### src/rtl/mem_arbiter.sv
// mem_arbiter: shares the byte-wide memory port between instruction fetch and load/store,
// sequencing multi-byte accesses and extending loads.
module mem_arbiter #(
    parameter logic [1:0] IO_HI = 2'b11
) (
    input  logic        clk,
    input  logic        rst,
    input  logic        rdy,
    input  logic        flush,
    input  logic        io_buffer_full,
    input  logic        if_req,
    input  logic [31:0] if_addr,
    output logic        if_done,
    output logic [31:0] if_data,
    input  logic        ls_req,
    input  logic        ls_wr,
    input  logic [1:0]  ls_size,
    input  logic        ls_unsigned,
    input  logic [31:0] ls_addr,
    input  logic [31:0] ls_wdata,
    output logic        ls_done,
    output logic [31:0] ls_rdata,
    input  logic [7:0]  mem_din,
    output logic [7:0]  mem_dout,
    output logic [31:0] mem_a,
    output logic        mem_wr
);
    typedef enum logic [1:0] {IDLE, RD, RD_LAST, WR} state_t;
    state_t      state;
    logic [2:0]  cnt, n;
    logic [1:0]  size, idx;
    logic [31:0] base, wdata, rbuf, word, ext;
    logic        uns, owner, last_grant;
    logic        if_ok, ls_ok, pick_ls, stall;
    always_comb begin
        if_ok    = if_req && !if_done && !flush;
        ls_ok    = ls_req && !ls_done && !flush;
        pick_ls  = ls_ok && (!if_ok || !last_grant);
        mem_a    = (state == RD || state == WR) ? base + {29'b0, cnt} : 32'b0;
        stall    = mem_a[17:16] == IO_HI && io_buffer_full;
        mem_wr   = rdy && state == WR && !stall;
        mem_dout = state == WR ? wdata[{cnt[1:0], 3'b000} +: 8] : 8'b0;
        // mem_din always belongs to the address presented one cycle earlier
        idx      = cnt[1:0] - 2'd1;
        word     = rbuf;
        word[{idx, 3'b000} +: 8] = mem_din;
        ext      = size == 2'd0 ? {{24{!uns && word[7]}}, word[7:0]} :
                   size == 2'd1 ? {{16{!uns && word[15]}}, word[15:0]} : word;
    end
    always_ff @(posedge clk or negedge rst) begin
        if (!rst) begin
            state      <= IDLE;
            cnt        <= 3'd0;
            n          <= 3'd0;
            size       <= 2'd0;
            base       <= 32'b0;
            wdata      <= 32'b0;
            rbuf       <= 32'b0;
            uns        <= 1'b0;
            owner      <= 1'b0;
            last_grant <= 1'b0;
            if_done    <= 1'b0;
            ls_done    <= 1'b0;
            if_data    <= 32'b0;
            ls_rdata   <= 32'b0;
        end else if (rdy) begin
            if_done <= 1'b0;
            ls_done <= 1'b0;
            case (state)
                IDLE: if (if_ok || ls_ok) begin
                    owner      <= pick_ls;
                    last_grant <= pick_ls;
                    cnt        <= 3'd0;
                    rbuf       <= 32'b0;
                    base       <= pick_ls ? ls_addr : if_addr;
                    size       <= pick_ls ? ls_size : 2'd2;
                    n          <= (!pick_ls || ls_size[1]) ? 3'd4 : ls_size[0] ? 3'd2 : 3'd1;
                    uns        <= ls_unsigned;
                    wdata      <= ls_wdata;
                    state      <= (pick_ls && ls_wr) ? WR : RD;
                end
                RD: begin
                    if (cnt != 3'd0) rbuf <= word;
                    cnt   <= cnt + 3'd1;
                    state <= flush ? IDLE : (cnt == n - 3'd1) ? RD_LAST : RD;
                end
                RD_LAST: begin
                    state <= IDLE;
                    if (!flush && owner) begin
                        ls_done  <= 1'b1;
                        ls_rdata <= ext;
                    end
                    if (!flush && !owner) begin
                        if_done <= 1'b1;
                        if_data <= word;
                    end
                end
                WR: if (!stall) begin
                    cnt <= cnt + 3'd1;
                    if (cnt == n - 3'd1) begin
                        state   <= IDLE;
                        ls_done <= 1'b1;
                    end
                end
            endcase
        end
    end
endmodule

### config.mk
export PLATFORM = sky130hd
export DESIGN_NAME = mem_arbiter
export DESIGN_NICKNAME = d
export VERILOG_FILES = /design/src/rtl/mem_arbiter.sv
export SDC_FILE = /design/constraint.sdc
export NUM_CORES = 1
export LEC_CHECK = 0
export BUFFER_PORTS_ARGS = -buffer_cell sky130_fd_sc_hd__buf_2
export CORE_ASPECT_RATIO = 2
export CORE_UTILIZATION = 50
export CTS_CLUSTER_SIZE = 30
export DETAILED_ROUTE_END_ITERATION = 12
export HOLD_SLACK_MARGIN = 0.02
export PLACE_DENSITY = 0.79
export SYNTH_ARGS = -nofsm -noshare
export SYNTH_HDL_FRONTEND = slang
export SYNTH_SLANG_ARGS = --single-unit
### constraint.sdc
create_clock -name clk -period 4.04 [get_ports clk]
set_input_delay 0.808 -clock clk [delete_from_list [all_inputs] [get_ports clk]]
set_output_delay 0.808 -clock clk [all_outputs]
set_load 0.01 [all_outputs]
# Word level (Yosys, flattened, before mapping)
# Index checks and enable logic that the tools add are counted.
# word_totals
reg_bits	174
input_bits	115
output_inout_bits	107
elab_cells	95
# op_classes
add_sub_neg	5
eq_ne	10
n_shift	3
muxes	28
reduce_logical	36
# op_table
cell	n
$mux 32	6
$pmux 32 s2	1
$add 32x3->32	1
$bwmux 32	1
$shift 8x7->32 const A	1
$shiftx 32x6->8	1
$shiftx 8x7->32	1
$mux 2	8
$logic_and 1x1->1	13
$reduce_and 4->1	3
$mux 3	3
$pmux 3 s3	1
$reduce_and 3->1	3
$logic_not 1->1	8
$mux 8	1
$pmux 2 s4	1
$neg 5->7	1
$eq 2x2->1 const B	3
$reduce_bool 3->1	2
$mux 1	5
$eq 2x1->1 const B	2
$logic_not 2->1	2
$logic_or 1x1->1	4
$ne 2x1->1 const B	2
other kinds (7)	8

# Logic depth before layout (Yosys ltp)
# Gate-level depths: netlist (run 1).
# logic_depth
depth_word	10
ltp_mapped	10
depth_no_buf	9

# Worst setup path before layout (run 1)
# OpenSTA, ideal clock, no wires.
# synth_path
path_type	register to output
from	register cnt[1]
to	output port mem_wr
t_arrival_ns	2.858
required_time_ns	3.232
path_slack_ns	0.374
path_stages_with_launch	9
cell_sequence	dfrtp_1 > clkbuf_1 > inv_1 > fa_1 > nand2b_1 > a2111o_1 > o21a_1 > o221a_4 > nor3_1
# synth_between
elab_chain_len	6
# synth_rtl
element	line_no	source
start, declared	30	logic [2:0] cnt, n;
start signal, assigned	84	cnt <= cnt + 3'd1;
start signal, assigned	99	cnt <= cnt + 3'd1;
$add 32x3->32	39	mem_a = (state == RD || state == WR) ? base + {29'b0, cnt} : 32'b0;
$mux 32	39	
$eq 2x2->1	40	stall = mem_a[17:16] == IO_HI && io_buffer_full;
$logic_and 1x1->1	40	
$logic_not 1->1	n/a	
$logic_and 1x1->1	41	mem_wr = rdy && state == WR && !stall;
end, declared	26	output logic mem_wr
# No other way between the ends.

# Worst setup path after layout (run 1)
# layout_path
from	register base[0]
to	output port mem_wr
# layout_between
elab_chain_len	6
# layout_rtl
element	line_no	source
start, declared	32	logic [31:0] base, wdata, rbuf, word, ext;
start signal, assigned	75	base <= pick_ls ? ls_addr : if_addr;
$add 32x3->32	39	
$mux 32	39	
$eq 2x2->1	40	
$logic_and 1x1->1	40	
$logic_not 1->1	n/a	
$logic_and 1x1->1	41	
# No other way between the ends.

==> results.sh, run 1 <==
export IMPL_synth_area_mm2=0.008417
export IMPL_yosys_most_used_dff="dfrtp_1"
export IMPL_top_layer="met4"
export IMPL_tns_ps=0
export IMPL_grt_overflow=0
export IMPL_max_stage_delay_ps=500
export IMPL_min_path_type="in2async"
export IMPL_drtIter0Drc=253
export IMPL_mostFrequentLayoutCells="buf_2 (220), dfrtp_1 (173), nand2_1 (114)"
export IMPL_hold_viol=0
export IMPL_start_util=0.5148
export IMPL_io_pins=222
export IMPL_synth_edf_count=0
export IMPL_grt_pass1_vias=7014
export IMPL_post_cts_resized=0
export IMPL_m1WireLength_um=7777
export IMPL_drtAntennaViolNets=0
export IMPL_cts_sinks=173
export IMPL_synth_seq_cells=173
export IMPL_r2r_setup_slack_ps=1280
export IMPL_min_period_ps=3847
export IMPL_setup_viol=0
export IMPL_postCtsHoldBufs=0
export IMPL_core_mm2=0.01635
export IMPL_dieArea_mm2=0.01739
export IMPL_num_vias=6796
export IMPL_syn_to_final_growth_pct=22.94
export IMPL_p_per_area_mw_per_mm2=669.2
export IMPL_num_rows=66
export IMPL_layout_nets=1164
export IMPL_routed_wl_um=21480
export IMPL_synth_mux_area_frac=0.1050
export IMPL_syn_nets=961
export IMPL_ir_worst_vdd_mv=0.4103
export IMPL_critPathLaunchType="flip-flop"
export IMPL_clk_pin_slew_ps=70
export IMPL_synthXorXnorAreaFrac=0.02706
export IMPL_synth_simple_area_share=0.1570
export IMPL_place_hpwl_um=15650
export IMPL_port_buffers=221
export IMPL_multi_input_area_mm2=0.003849
export IMPL_worst_path_max_fanout=8
export IMPL_place_congestion=0.8505
export IMPL_post_cts_setup_buffers=0
export IMPL_status="complete, no violations"
export IMPL_die_h_um=185.5
export IMPL_clock_skew_ps=14.93
export IMPL_dr_pass1_iters=4
export IMPL_synthDistinctLibCells=56
export IMPL_grt_use_total=0.2641
export IMPL_timing_rr_end="ls_rdata[25]"
export IMPL_maxCapViolCount=0
export IMPL_critPathSlowestCell="a2111o_1"
export IMPL_tightestPinTransition_ps=1100
export IMPL_crit_arrival_ps=3040
export IMPL_end_kind="primary output"
export IMPL_drive_gt1_frac=0.3083
export IMPL_syn_area_per_cell_um2=10.08
export IMPL_wl_met3_um=692
export IMPL_clock_latency_ps=440
export IMPL_die_x_um=93.75
export IMPL_p_leak_nw=5.145
export IMPL_drv_slew=0
export IMPL_drt_wirelength_per_cell_um=17.09
export IMPL_fmax_mhz=259.9
export IMPL_rsz0062_at_grt="no"
export IMPL_clk_path_buf_depth=2
export IMPL_power_mw=6.925
export IMPL_cts_made_buffers=17
export IMPL_dr_wl_met2_um=12170
export IMPL_grt_start_max_net_pins=113
export IMPL_reg2reg_depth=8
export IMPL_antenna_found_initial=1
export IMPL_synth_top_family_by_area="simple AND/OR/NAND/NOR gates"
export IMPL_final_seq_area_mm2=0.004329
export IMPL_viasPerCell=5.407
export IMPL_worstReg2RegStart="cnt[0]"
export IMPL_grt_pass1_wl_um=34600
export IMPL_relSlewSlack=0.2666
export IMPL_fin_crit_sh=0.9523
export IMPL_postSynth_asyncResetShare=1.000
export IMPL_ys_seq_area_frac=0.5143
export IMPL_layout_commonest_cell="buf_2"
export IMPL_crit_type="reg2out"
export IMPL_synth_fa_ha_area_frac=0.01724
export IMPL_clockRootBuffer="clkbuf_16"
export IMPL_synth_cells=835
export IMPL_fill_cells=1417
export IMPL_synth_compound_area_frac=0.1485
export IMPL_ys_warn_count=0
export IMPL_cts_tree="done"
export IMPL_h_tree_depth=4
export IMPL_drcViolationCount=0
export IMPL_required_ps=3230
export IMPL_path_cells="ha_1 -> inv_1 -> fa_1 -> nand2b_1 -> a2111o_1 -> o21a_1 -> o221a_4 -> nor3_1 -> buf_2"
==> critical path, delay by kind of cell, from the launching register on <==
family / cells / cell delay [ps]
flip-flops: 1 / 360
AO/OA/AOI/OAI: 3 / 1050
adder cells (fa/ha/maj): 2 / 580
buffers and inverters: 2 / 240
AND/OR/NAND/NOR: 2 / 380
==> per-stage QoR <==
step	setup slack (ps)	hold WS [ps]	util	instance area (um2)	std cells
after floorplan	373.8	442.2	-	8417	835
after global placement	658.0	453.9	0.5959	9743	1223
after detailed placement	640.9	463.3	0.5959	9743	1223
after CTS	150.8	145.5	0.6325	10340	1255
after global routing	33.13	151.5	0.6327	10340	1256
final	192.6	169.6	0.6328	10350	1257
==> per-layer routing <==
metal	global-route usage	up-vias
li1	-	3332
met1	0.2803	3227
met2	0.4835	191
met3	0.04330	46
met4	0.1502	0
met5	0	-
==> how the worst max path moves through the flow <==
stage,startpoint,to,cells after the start
after global placement,cnt[0],mem_wr,9
after CTS,base[0],mem_wr,9
after global routing,base[0],mem_wr,9
after floorplan,cnt[1],mem_wr,8
final,base[0],mem_wr,9
after detailed placement,base[0],mem_wr,9
==> state kept, by name (all words and copies together), names as in the netlist <==
register,cells
base,32
cnt,3
if_data,32
if_done,1
ls_done,1
ls_rdata,32
n,3
owner,1
rbuf,32
size,1
state,2
uns,1
wdata,32
==> area by class of cell <==
cell class                 count  area share
antenna                        2   0.0004837
clock buffer                  17     0.04111
clock inverter                15     0.01681
inverter                      18    0.006530
multi-input combinational    593      0.3719
sequential                   173      0.4184
tap                          204     0.02467
timing repair buffer         235      0.1201
==> cells in the mapped netlist, types with 2 or more instances <==
master | number | share of area
dfrtp_1 | 173 | 0.51
nand2_1 | 114 | 0.051
o21ai_0 | 99 | 0.059
nor2_1 | 65 | 0.029
a21oi_1 | 52 | 0.031
clkbuf_1 | 45 | 0.020
nor2b_1 | 42 | 0.031
mux2_2 | 34 | 0.045
mux2i_1 | 32 | 0.038
inv_1 | 17 | 0.0076
o32a_1 | 16 | 0.019
xnor2_1 | 15 | 0.016
xor2_1 | 11 | 0.011
ha_1 | 10 | 0.015
nand3_1 | 10 | 0.0059
a22o_1 | 9 | 0.0094
nor3_1 | 9 | 0.0054
mux4_2 | 8 | 0.021
o22a_1 | 8 | 0.0083
nand4_1 | 7 | 0.0052
buf_1 | 5 | 0.0022
or3_1 | 5 | 0.0037
and3_1 | 4 | 0.0030
and2_1 | 3 | 0.0022
nor4_1 | 3 | 0.0022
o21a_1 | 3 | 0.0027
nand2b_1 | 2 | 0.0015
nand4_2 | 2 | 0.0030
nor4b_2 | 2 | 0.0036
o211ai_1 | 2 | 0.0018
o22ai_1 | 2 | 0.0015
o31ai_1 | 2 | 0.0018
==> cell families (layout without fill, tap and decap cells) <==
| kind of cell | Yosys count | in the layout |
|---|---|---|
| simple gates | 277 | 277 |
| flops | 173 | 173 |
| fa+ha+maj | 11 | 11 |
| compound gates | 205 | 205 |
| other cells | 0 | 2 |
| buf+inv | 69 | 285 |
| mux | 74 | 74 |
| xor+xnor | 26 | 26 |
==> report_power, final <==
part | leakage, nW | switching [mW] | internal [mW]
Combinational | 2.59 | 1.31 | 1.11
Sequential | 2.27 | 0.481 | 2.37
Clock | 0.284 | 0.771 | 0.884
Power figures use the tool's default switching activity.
==> inputs of run 2 (changes only) <==
--- a/config.mk
+++ b/config.mk
@@ -12,6 +12,7 @@
 export DETAILED_ROUTE_END_ITERATION = 12
 export HOLD_SLACK_MARGIN = 0.02
 export PLACE_DENSITY = 0.79
+export REMOVE_ABC_BUFFERS = 1
 export SYNTH_ARGS = -nofsm -noshare
 export SYNTH_HDL_FRONTEND = slang
 export SYNTH_SLANG_ARGS = --single-unit
==> run 2 against run 1 <==
Net effect:
- first-iteration DRC count increased by 7.5%
- final area decreased by 0.37%
- sequential power about the same
- cell count decreased by 0.16%
- largest power group unchanged
- critical path type unchanged
- critical path depth decreased by 1
- clock power decreased by 5%
- sequential cell count unchanged
- die area unchanged
- maximum frequency increased by 0.17%
- largest cell class unchanged
==> results.sh, run 2 (synthesis gave the netlist of run 1 again) <==
export IMPL_place_hpwl_um=15730
export IMPL_grt_overflow=0
export IMPL_r2r_setup_slack_ps=1230
export IMPL_routed_wl_um=21370
export IMPL_cts_tree="done"
export IMPL_place_worst_setup_slack_ps=614.7
export IMPL_p_per_area_mw_per_mm2=665.3
export IMPL_reg2reg_depth=8
export IMPL_crit_type="reg2out"
export IMPL_critical_path_startpoint="cnt[0]"
export IMPL_utilization=0.6305
export IMPL_gr_max_usage_layer="met2"
export IMPL_num_vias=6851
export IMPL_fin_area_mm2=0.01031
export IMPL_hold_viol=0
export IMPL_clk_pin_slew_ps=70
export IMPL_start_util=0.5148
export IMPL_dr_pass1_iters=4
export IMPL_n_antenna_cell=0
export IMPL_io_pins=222
export IMPL_port_buffers=221
export IMPL_layout_commonest_cell="buf_2"
export IMPL_cts_made_buffers=17
export IMPL_clock_skew_ps=17.42
export IMPL_dpl_cell_area_mm2=0.009731
export IMPL_fin_crit_sh=0.9508
export IMPL_min_period_ps=3841
export IMPL_ir_worst_vdd_mv=0.3732
export IMPL_end_kind="primary output"
export IMPL_antenna_found_initial=0
export IMPL_fill_cells=1406
export IMPL_drt_wirelength_per_cell_um=17.03
export IMPL_num_rows=66
export IMPL_critPathLaunchType="flip-flop"
export IMPL_status="complete, no violations"
export IMPL_die_x_um=93.75
export IMPL_drcViolationCount=0
export IMPL_min_path_type="in2async"
export IMPL_dieArea_mm2=0.01739
export IMPL_required_ps=3230
export IMPL_viasPerCell=5.459
export IMPL_drtAntennaViolNets=0
export IMPL_clk_path_buf_depth=2
export IMPL_place_congestion=0.8636
export IMPL_mostFrequentLayoutCells="buf_2 (220), dfrtp_1 (173), nand2_1 (114)"
export IMPL_post_cts_setup_buffers=0
export IMPL_worst_path_max_fanout=8
export IMPL_grt_start_max_net_pins=80
export IMPL_fmax_mhz=260.3
export IMPL_grt_use_total=0.2604
export IMPL_met3_usage=0.04861
export IMPL_power_mw=6.858
export IMPL_clock_latency_ps=430
export IMPL_h_tree_depth=4
export IMPL_p_leak_nw=5.137
export IMPL_syn_to_final_growth_pct=22.48
export IMPL_clockRootBuffer="clkbuf_16"
export IMPL_relSlewSlack=0.2705
export IMPL_setup_slack_ps=198.9
export IMPL_rsz0062_at_grt="no"
export IMPL_timing_rr_end="rbuf[3]"
export IMPL_grt_met2_usage=0.4715
export IMPL_maxCapViolCount=0
export IMPL_grt_pass1_wl_um=34460
export IMPL_drtIter0Drc=272
export IMPL_layout_nets=1164
export IMPL_worstReg2RegStart="cnt[0]"
export IMPL_grt_pass1_vias=6927
export IMPL_cts_sinks=173
export IMPL_tightestPinTransition_ps=1094
export IMPL_setup_viol=0
export IMPL_met1_usage=0.2824
export IMPL_tns_ps=0
export IMPL_drv_slew=0
export IMPL_core_mm2=0.01635
export IMPL_die_h_um=185.5
export IMPL_drive_gt1_frac=0.3102
export IMPL_crit_arrival_ps=3030
run 2: final cells by class:
cell class                 instances  area, um2  area share
inverter                          18      67.56    0.006554
clock buffer                      17      425.4     0.04127
clock inverter                    15      143.9     0.01396
multi-input combinational        593       3857      0.3742
timing repair buffer             235       1230      0.1193
sequential                       173       4329      0.4200
tap                              204      255.2     0.02476
run 2: routing by layer:
layer / routed length [um] / vias to the layer above
li1: - / 3317
met1: 7684 / 3287
met2: 12050 / 205
met3: 866 / 42
met4: 767 / 0
met5: 0 / -
run 2: worst max path at each step:
stage | to
final | mem_a[24]
after global routing | mem_a[24]
after CTS | mem_wr
after detailed placement | mem_wr
after global placement | mem_wr
after floorplan | n[2]
run 2: repair_timing:
action                     in CTS  in global routing
hold buffers                    0                  0
setup endpoints to repair       0                  4
resized for setup               0                  2
run 2: worst max-delay path: stages (launching register included):
cell	delay, ps
dfrtp_1	360
ha_1	190
inv_1	60
fa_1	390
nand2b_1	210
a2111o_1	530
or4_1	560
a21oi_1	150
buf_2	160
run 2: report_power, final:
group / total (mW) / internal [mW] / switching (mW)
combinational: 2.42 / 1.11 / 1.32
clock: 1.58 / 0.820 / 0.761
sequential: 2.85 / 2.37 / 0.486
run 2: per-stage QoR:
stage / instances / hold WS (ps)
finish: 1255 / 374.1
global route: 1255 / 429.1
CTS: 1255 / 417.1
detailed placement: 1223 / 463.2
global placement: 1223 / 453.8
floorplan: 784 / 442.2
